`src/rtl/mem_arbiter.sv`:
```
// Round-robin two-requester sequencer for a single-port synchronous scratch memory.
// Define MEM_ARB_STATS_EN to build the saturating per-requester grant counters.
module mem_arbiter #(
  parameter int AW    = 4,
  parameter int DW    = 4,
  parameter int DEPTH = 9
) (
  input  logic          clk,
  input  logic          rst,
  input  logic          req_a,
  input  logic          req_b,
  input  logic          we_a,
  input  logic          we_b,
  input  logic [AW-1:0] addr_a,
  input  logic [AW-1:0] addr_b,
  input  logic [DW-1:0] wdata_a,
  input  logic [DW-1:0] wdata_b,
  output logic          ack_a,
  output logic          ack_b,
  output logic          err_a,
  output logic          err_b,
  output logic [DW-1:0] rdata_a,
  output logic [DW-1:0] rdata_b,
  output logic          mem_cs,
  output logic          mem_wr,
  output logic          mem_rd,
  output logic [AW-1:0] mem_addr,
  output logic [DW-1:0] mem_wdata,
  input  logic [DW-1:0] mem_rdata,
  output logic [7:0]    gcnt_a,
  output logic [7:0]    gcnt_b
);

  // state   | meaning
  // IDLE    | arbitrate, latch the granted request
  // ACCESS  | memory strobes active for one cycle
  // CAPTURE | registered read data returning from memory
  // ACK     | one-cycle completion pulse to the owner
  typedef enum logic [1:0] {IDLE, ACCESS, CAPTURE, ACK} state_t;

  localparam logic [AW:0] LIMIT = (AW+1)'(DEPTH);

  state_t        state, state_nx;
  logic          ptr, ptr_nx;
  logic          owner, owner_nx;
  logic          we_q, we_nx;
  logic          sel_b, sel_we, in_range;
  logic [AW-1:0] sel_addr;
  logic [DW-1:0] sel_wdata;
  logic          mem_cs_nx, mem_wr_nx, mem_rd_nx;
  logic [AW-1:0] mem_addr_nx;
  logic [DW-1:0] mem_wdata_nx;
  logic          ack_a_nx, ack_b_nx, err_a_nx, err_b_nx;
  logic [DW-1:0] rdata_a_nx, rdata_b_nx;

  always_comb begin
    sel_b        = req_b && (!req_a || ptr);
    sel_we       = sel_b ? we_b : we_a;
    sel_addr     = sel_b ? addr_b : addr_a;
    sel_wdata    = sel_b ? wdata_b : wdata_a;
    in_range     = {1'b0, sel_addr} < LIMIT;
    state_nx     = state;
    ptr_nx       = ptr;
    owner_nx     = owner;
    we_nx        = we_q;
    mem_cs_nx    = 1'b0;
    mem_wr_nx    = 1'b0;
    mem_rd_nx    = 1'b0;
    mem_addr_nx  = mem_addr;
    mem_wdata_nx = mem_wdata;
    ack_a_nx     = 1'b0;
    ack_b_nx     = 1'b0;
    err_a_nx     = 1'b0;
    err_b_nx     = 1'b0;
    rdata_a_nx   = rdata_a;
    rdata_b_nx   = rdata_b;
    case (state)
      IDLE: begin
        if (req_a || req_b) begin
          owner_nx = sel_b;
          ptr_nx   = !sel_b;
          we_nx    = sel_we;
          if (in_range) begin
            state_nx     = ACCESS;
            mem_cs_nx    = 1'b1;
            mem_wr_nx    = sel_we;
            mem_rd_nx    = !sel_we;
            mem_addr_nx  = sel_addr;
            mem_wdata_nx = sel_wdata;
          end else begin
            // rejected address: straight to ACK, memory bus untouched
            state_nx = ACK;
            ack_a_nx = !sel_b;
            ack_b_nx = sel_b;
            err_a_nx = !sel_b;
            err_b_nx = sel_b;
            if (sel_b) rdata_b_nx = '0;
            else       rdata_a_nx = '0;
          end
        end
      end
      ACCESS: begin
        if (we_q) begin
          state_nx = ACK;
          ack_a_nx = !owner;
          ack_b_nx = owner;
        end else begin
          state_nx = CAPTURE;
        end
      end
      CAPTURE: begin
        state_nx = ACK;
        ack_a_nx = !owner;
        ack_b_nx = owner;
        if (owner) rdata_b_nx = mem_rdata;
        else       rdata_a_nx = mem_rdata;
      end
      ACK:     state_nx = IDLE;
      default: state_nx = IDLE;
    endcase
  end

  always_ff @(posedge clk or posedge rst) begin
    if (rst) begin
      state     <= IDLE;
      ptr       <= 1'b0;
      owner     <= 1'b0;
      we_q      <= 1'b0;
      mem_cs    <= 1'b0;
      mem_wr    <= 1'b0;
      mem_rd    <= 1'b0;
      mem_addr  <= '0;
      mem_wdata <= '0;
      ack_a     <= 1'b0;
      ack_b     <= 1'b0;
      err_a     <= 1'b0;
      err_b     <= 1'b0;
      rdata_a   <= '0;
      rdata_b   <= '0;
    end else begin
      state     <= state_nx;
      ptr       <= ptr_nx;
      owner     <= owner_nx;
      we_q      <= we_nx;
      mem_cs    <= mem_cs_nx;
      mem_wr    <= mem_wr_nx;
      mem_rd    <= mem_rd_nx;
      mem_addr  <= mem_addr_nx;
      mem_wdata <= mem_wdata_nx;
      ack_a     <= ack_a_nx;
      ack_b     <= ack_b_nx;
      err_a     <= err_a_nx;
      err_b     <= err_b_nx;
      rdata_a   <= rdata_a_nx;
      rdata_b   <= rdata_b_nx;
    end
  end

`ifdef MEM_ARB_STATS_EN
  logic grant_a, grant_b;
  assign grant_b = (state == IDLE) && sel_b;
  assign grant_a = (state == IDLE) && (req_a || req_b) && !sel_b;

  always_ff @(posedge clk or posedge rst) begin
    if (rst) begin
      gcnt_a <= '0;
      gcnt_b <= '0;
    end else begin
      if (grant_a && gcnt_a != 8'hFF) gcnt_a <= gcnt_a + 8'd1;
      if (grant_b && gcnt_b != 8'hFF) gcnt_b <= gcnt_b + 8'd1;
    end
  end
`else
  assign gcnt_a = '0;
  assign gcnt_b = '0;
`endif

endmodule

```
`config.mk`:
```
export PLATFORM = sky130hd
export DESIGN_NAME = mem_arbiter
export DESIGN_NICKNAME = d
export VERILOG_FILES = /design/src/rtl/mem_arbiter.sv
export SDC_FILE = /design/constraint.sdc
export NUM_CORES = 1
export LEC_CHECK = 0
export ABC_AREA = 1
export BUFFER_PORTS_ARGS = -buffer_cell sky130_fd_sc_hd__buf_4
export CAP_MARGIN = 10
export CORE_MARGIN = 5
export CORE_UTILIZATION = 24
export CTS_CLUSTER_SIZE = 20
export DETAILED_ROUTE_END_ITERATION = 7
export MAX_ROUTING_LAYER = met4
export PLACE_DENSITY = 0.49
export SKIP_CTS_REPAIR_TIMING = 1
export SLEW_MARGIN = 20
export SYNTH_ARGS = -nofsm -noshare
export SYNTH_HDL_FRONTEND = slang
export SYNTH_SLANG_ARGS = --single-unit
```
`constraint.sdc`:
```
create_clock -name clk -period 3.65 [get_ports clk]
set_input_delay 0.1825 -clock clk [delete_from_list [all_inputs] [get_ports clk]]
set_output_delay 0.1825 -clock clk [all_outputs]
set_load 0.1 [all_outputs]
```
Word level (Yosys, flattened, before mapping) --
Cells that the tools add are included.
Word-level totals: output and inout port bits 39, register bits 28
Operators by class: equal/unequal tests 9, $lt $le $gt $ge 1, multiplexer cells 36, reduce and logical (&&, ||, !) cells 13
Operators with widths (number):
- 4-bit 2-to-1 mux | 10
- 1-bit 2-to-1 mux | 19
- 4-bit case mux with 2 select lines | 2
- 2-bit inequality test, second input constant | 6
- 5-bit AND reduction | 2
- 2-bit case mux with 4 select lines | 1
- 1-bit case mux with 3 select lines | 2
- 2-bit == test, second input constant | 2
- 1-bit logical NOT | 4
- 4-bit < comparator, second input constant | 1
- 2-bit 2-to-1 mux | 2
- 3-bit AND reduction | 1
- 2-bit by 1-bit == test with 1-bit output, second input constant | 1
- 2-bit logical NOT | 1
- 1-bit logical OR | 2
- 2-bit AND reduction | 1
- 2-bit nonzero test | 1
- 1-bit logical AND | 1

Longest topological paths before layout --
word-level depth 8, gate-level depth with buffers 11

Worst setup path before layout --
OpenSTA, ideal clock, no wires.
path kind flip-flop to flip-flop, start point register state[0], end point register rdata_b[0], setup slack 2.021 ns, stages on the path, launching flop included 9, clock period less this slack 1.629 ns, library setup time 0.122 ns, arrival 1.506 ns, path through dfrtp_1 inv_1 ha_1 clkbuf_1 o21ai_1 a21oi_1 nand2_1 nand2_1 nand2_1
Between the ends: longest elaborated chain between the ends 3, elaborated cells on any way between the ends 9
RTL lines:
- from (decl) | line 43 | state_t state, state_nx;
- from (signal assigned) | line 141 | state <= state_nx;
- 2-bit == test or 2-bit logical NOT (tied branches) | line 77 | case (state)
- 2-bit inequality test (no line) or 2-bit nonzero test (tied branches)
- 5-bit AND reduction (no line)
- to (signal assigned) | line 155 | rdata_b <= rdata_b_nx;
- to (decl) | line 23 | output logic [DW-1:0] rdata_b,
Several ways; a longest one is shown, not always the timed one. A chain may end at the register's enable or synchronous reset.

Worst setup path in the final report --
start point register ptr, end point register mem_addr[1]
Between the ends: longest elaborated chain between the ends 5
RTL lines:
- from (decl) | line 44 | logic ptr, ptr_nx;
- from (signal assigned) | line 142 | ptr <= ptr_nx;
- 1-bit logical OR * | line 57 | sel_b = req_b && (!req_a || ptr);
- 1-bit logical AND * | line 57
- 4-bit 2-to-1 mux * | line 59 | sel_addr = sel_b ? addr_b : addr_a;
- 4-bit < comparator | line 61 | in_range = {1'b0, sel_addr} < LIMIT;
- 3-bit AND reduction (no line)
- to (signal assigned) | line 148 | mem_addr <= mem_addr_nx;
- to (decl) | line 27 | output logic [AW-1:0] mem_addr,
Mark *: on every way between the ends. The rest lies on a longest branch, timed or not.

==> impl_metrics.csv <==
group,metric,value,unit
layout,nets,259,
drt,drc_errors,0,
setup_path,rrSetupSlack,1.89,ns
place,postPlaceCellArea,1907,um2
floorplanning,die_w,90.21,um
grt,grt_pass1_vias,1148,
setup_path,slowest_delay,0.38,ns
setup_path,cp_slowest_cell,"dfrtp_1",
yosys,syn-cell-area,1544,um2
place,placed_cells,300,
yosys,synth_cell_types,25,
drt,via_per_inst,3.934,
sta,fin_crit,1.762,ns
sta,maxSlewViolCount,0,
yosys,syn_area_per_cell,8.626,um2
sta,fmax,567.7,MHz
layout,final_core_util,31.07,%
sta,rsz0062_at_grt,"false",
yosys,synthCells,179,
place,hpwl,2.575,mm
status,status,"finished with violations",
power,p_comb_share,64.4,%
drt,postRouteAntennaNets,0,
cts,cts_made_buffers,3,
drt,drt-initial-drc-count,55,
layout,final_area,1962,um2
grt,grt_max_degree,29,
drt,wl,3.234,mm
cts,cts_buffer_depth,2,
layout,multi_input_area,651.9,um2
sta,fin_skew,0.004229,ns
sta,max_slew_margin,61.66,%
floorplanning,rows,29,
setup_path,arrival,1.93,ns
sta,hold_slack,-0.03933,ns
power,net-switching-power,1.108,mW
layout,fillers,689,
power,ir_drop,348.9,uV
setup_path,worstPathRequired,3.82,ns
grt,grt_antenna_before_repair,0,
drt,vias,1196,
power,p_clk_share,10.4,%
setup_path,crit_chain,"inv_2 > nand2_2 > nand2_2 > nand2_1 > nand2_1 > nand3_2 > nand2_2 > nand2_4 > nand2_1 > o21ai_2",
drt,wl_per_cell,10.64,um
yosys,yosys_warnings,0,
cts,cts_htree_levels,1,
worst_hold_path,hp-class,"in2async",
setup_path,start_kind,"flip-flop",
power,pwr-share-seq,25.2,%
cts,cts_tree,"done",
cts,path_clk_slew,0.10,ns
sta,hold_viol,28,
run,cap_violations,0,
setup_path,endpoint,"mem_addr[1]",
layout,register_area,700.7,um2
layout,area_delta_synth_final,27.07,%
grt,grt_pass1_wl,5.444,mm
layout,layout.cells.non_filler,304,
floorplanning,design.die.area,8137,um2
place,portBuffers,48,
layout,layout-drive-gt1-share,31.72,%
floorplanning,start_util,24.46,%
setup_path,r2r-end,"mem_addr[1]",
setup_path,path_class,"reg2reg",
sta,worstMarginPinSlew,0.5743,ns
cts,cts.sinks,28,
floorplanning,ioPinCount,65,
yosys,ys_seq_elements,28,
grt,grt_use_total,8.075,%
setup_path,reg2reg_from,"ptr",
sta,setup_viol,0,
power,power,1.887,mW
floorplanning,coreArea,6314,um2
floorplanning,die_h,90.21,um
status,violations,"hold timing",
setup_path,crit_path_start,"ptr",
layout,antenna_cells,0,
grt,grt_remaining_overflow,0,
power,power.density,962.0,nW/um2
setup_path,critPathMaxFanout,18,
place,place_congestion,0.7777,
sta,tns,0,ns
power,power_leakage,1.142,nW
setup_path,end_kind,"flip-flop",
cts,root_buffer,"clkbuf_8",
power,swShare,58.70,%
drt,first_pass_iters,4,
yosys,synth_seq_area_share,45.38,%
setup_path,rr_worst_depth,10,
cts,clk_latency,0.27,ns
power,p_int,0.7795,mW
sta,fin_crit_sh,48.26,%
==> cell families after synthesis <==
kind of cell,synth area share [%]
multiplexers,2.593
AND/OR/NAND/NOR,20.99
buffers and inverters,16.04
flip-flops,45.38
AO/OA/AOI/OAI,10.70
adder cells (fa/ha/maj),4.052
other,0.2429
==> final cells by class <==
type	count	area share (%)
clock buffers	4	2.806
inverters	26	4.974
multi-input cells	121	33.23
flip-flops and latches	28	35.71
well taps	77	4.911
repair buffers	48	18.37
==> registers in the layout, summed over array words and instances (netlist names), 2 cells and up <==
signal     cells
mem_wdata      4
mem_addr       4
rdata_a        4
state          2
rdata_b        4
==> stage by stage <==
stage / setup WS [ns] / hold slack [ns]
5_1_grt: 1.660 / 0.02162
3_3_place_gp: 1.894 / 0.4650
3_5_place_dp: 1.873 / 0.4606
2_1_floorplan: 2.022 / 0.2479
6_report: 1.888 / -0.03933
4_1_cts: 1.855 / 0.2027
==> layout by cell type (no fill, tap or decap) <==
cell type / synthesis / layout
o21ai_4: 1 / 1
o21a_1: 2 / 2
nand3_1: 13 / 13
mux2i_1: 4 / 4
buf_4: 16 / 48
nand3_2: 1 / 1
inv_2: 1 / 2
nand3b_1: 1 / 1
nor2_2: 3 / 3
nand2_4: 1 / 1
nand2_2: 5 / 5
conb_1: 1 / 16
nand2_1: 45 / 45
o21ai_2: 7 / 7
a21oi_1: 7 / 7
a22oi_1: 1 / 1
nor2_1: 3 / 3
ha_1: 5 / 5
inv_1: 25 / 24
o21ai_1: 2 / 2
clkbuf_8: 0 / 4
o21ai_0: 4 / 4
dfrtp_1: 28 / 28
==> how the worst min path moves through the flow <==
stage / start / end / slack, ns / depth (start not counted)
2_1_floorplan: rst / ack_a / 0.25 / 1
3_3_place_gp: rdata_a[3] / rdata_a[3] / 0.46 / 2
3_5_place_dp: rdata_b[3] / rdata_b[3] / 0.46 / 2
4_1_cts: wdata_a[1] / mem_wdata[1] / 0.20 / 3
5_1_grt: rst / mem_cs / 0.02 / 2
6_report: rst / mem_cs / -0.04 / 2
==> metal layers <==
metal / global-route usage [%] / wire, um / up-vias
met5: - / 0 / -
met4: 2.605 / 44 / 0
met3: 1.252 / 185 / 2
met2: 12.68 / 1470 / 38
met1: 10.66 / 1533 / 532
li1: - / - / 624
==> cell usage after synthesis <==
| master | number | area share, % |
|---|---|---|
| buf_4 | 16 | 7.8 |
| nand2_4 | 1 | 0.73 |
| a21oi_1 | 7 | 2.3 |
| buf_6 | 1 | 0.73 |
| o21a_1 | 2 | 0.97 |
| nand2_2 | 5 | 2.0 |
| o21ai_0 | 4 | 1.3 |
| mux2i_1 | 4 | 2.6 |
| inv_2 | 1 | 0.24 |
| o21ai_4 | 1 | 1.1 |
| conb_1 | 1 | 0.24 |
| nand3_2 | 1 | 0.65 |
| o21ai_2 | 7 | 4.0 |
| nor2_1 | 3 | 0.73 |
| nand3b_1 | 1 | 0.49 |
| nand3_1 | 13 | 4.2 |
| clkbuf_1 | 1 | 0.24 |
| a22oi_1 | 1 | 0.49 |
| dfrtp_1 | 28 | 45 |
| buf_8 | 1 | 0.97 |
| nor2_2 | 3 | 1.2 |
| o21ai_1 | 2 | 0.65 |
| ha_1 | 5 | 4.1 |
| inv_1 | 25 | 6.1 |
| nand2_1 | 45 | 11 |
==> critical path, delay by kind of cell, from the launching register on <==
kind | cells | cell delay [ns]
AO/OA/AOI/OAI | 1 | 0.05
flip-flops | 1 | 0.38
AND/OR/NAND/NOR | 8 | 1.16
buffers and inverters | 1 | 0.06
==> power groups by stage <==
stage	clock network [mW]	logic, mW	registers, mW
after floorplan	0	0.468	1.03
after global placement	0	1.22	0.486
after detailed placement	0	1.23	0.485
after CTS	0.201	1.23	0.478
after global routing	0.214	1.31	0.489
final	0.195	1.22	0.476
Power figures use the tool's default switching activity.
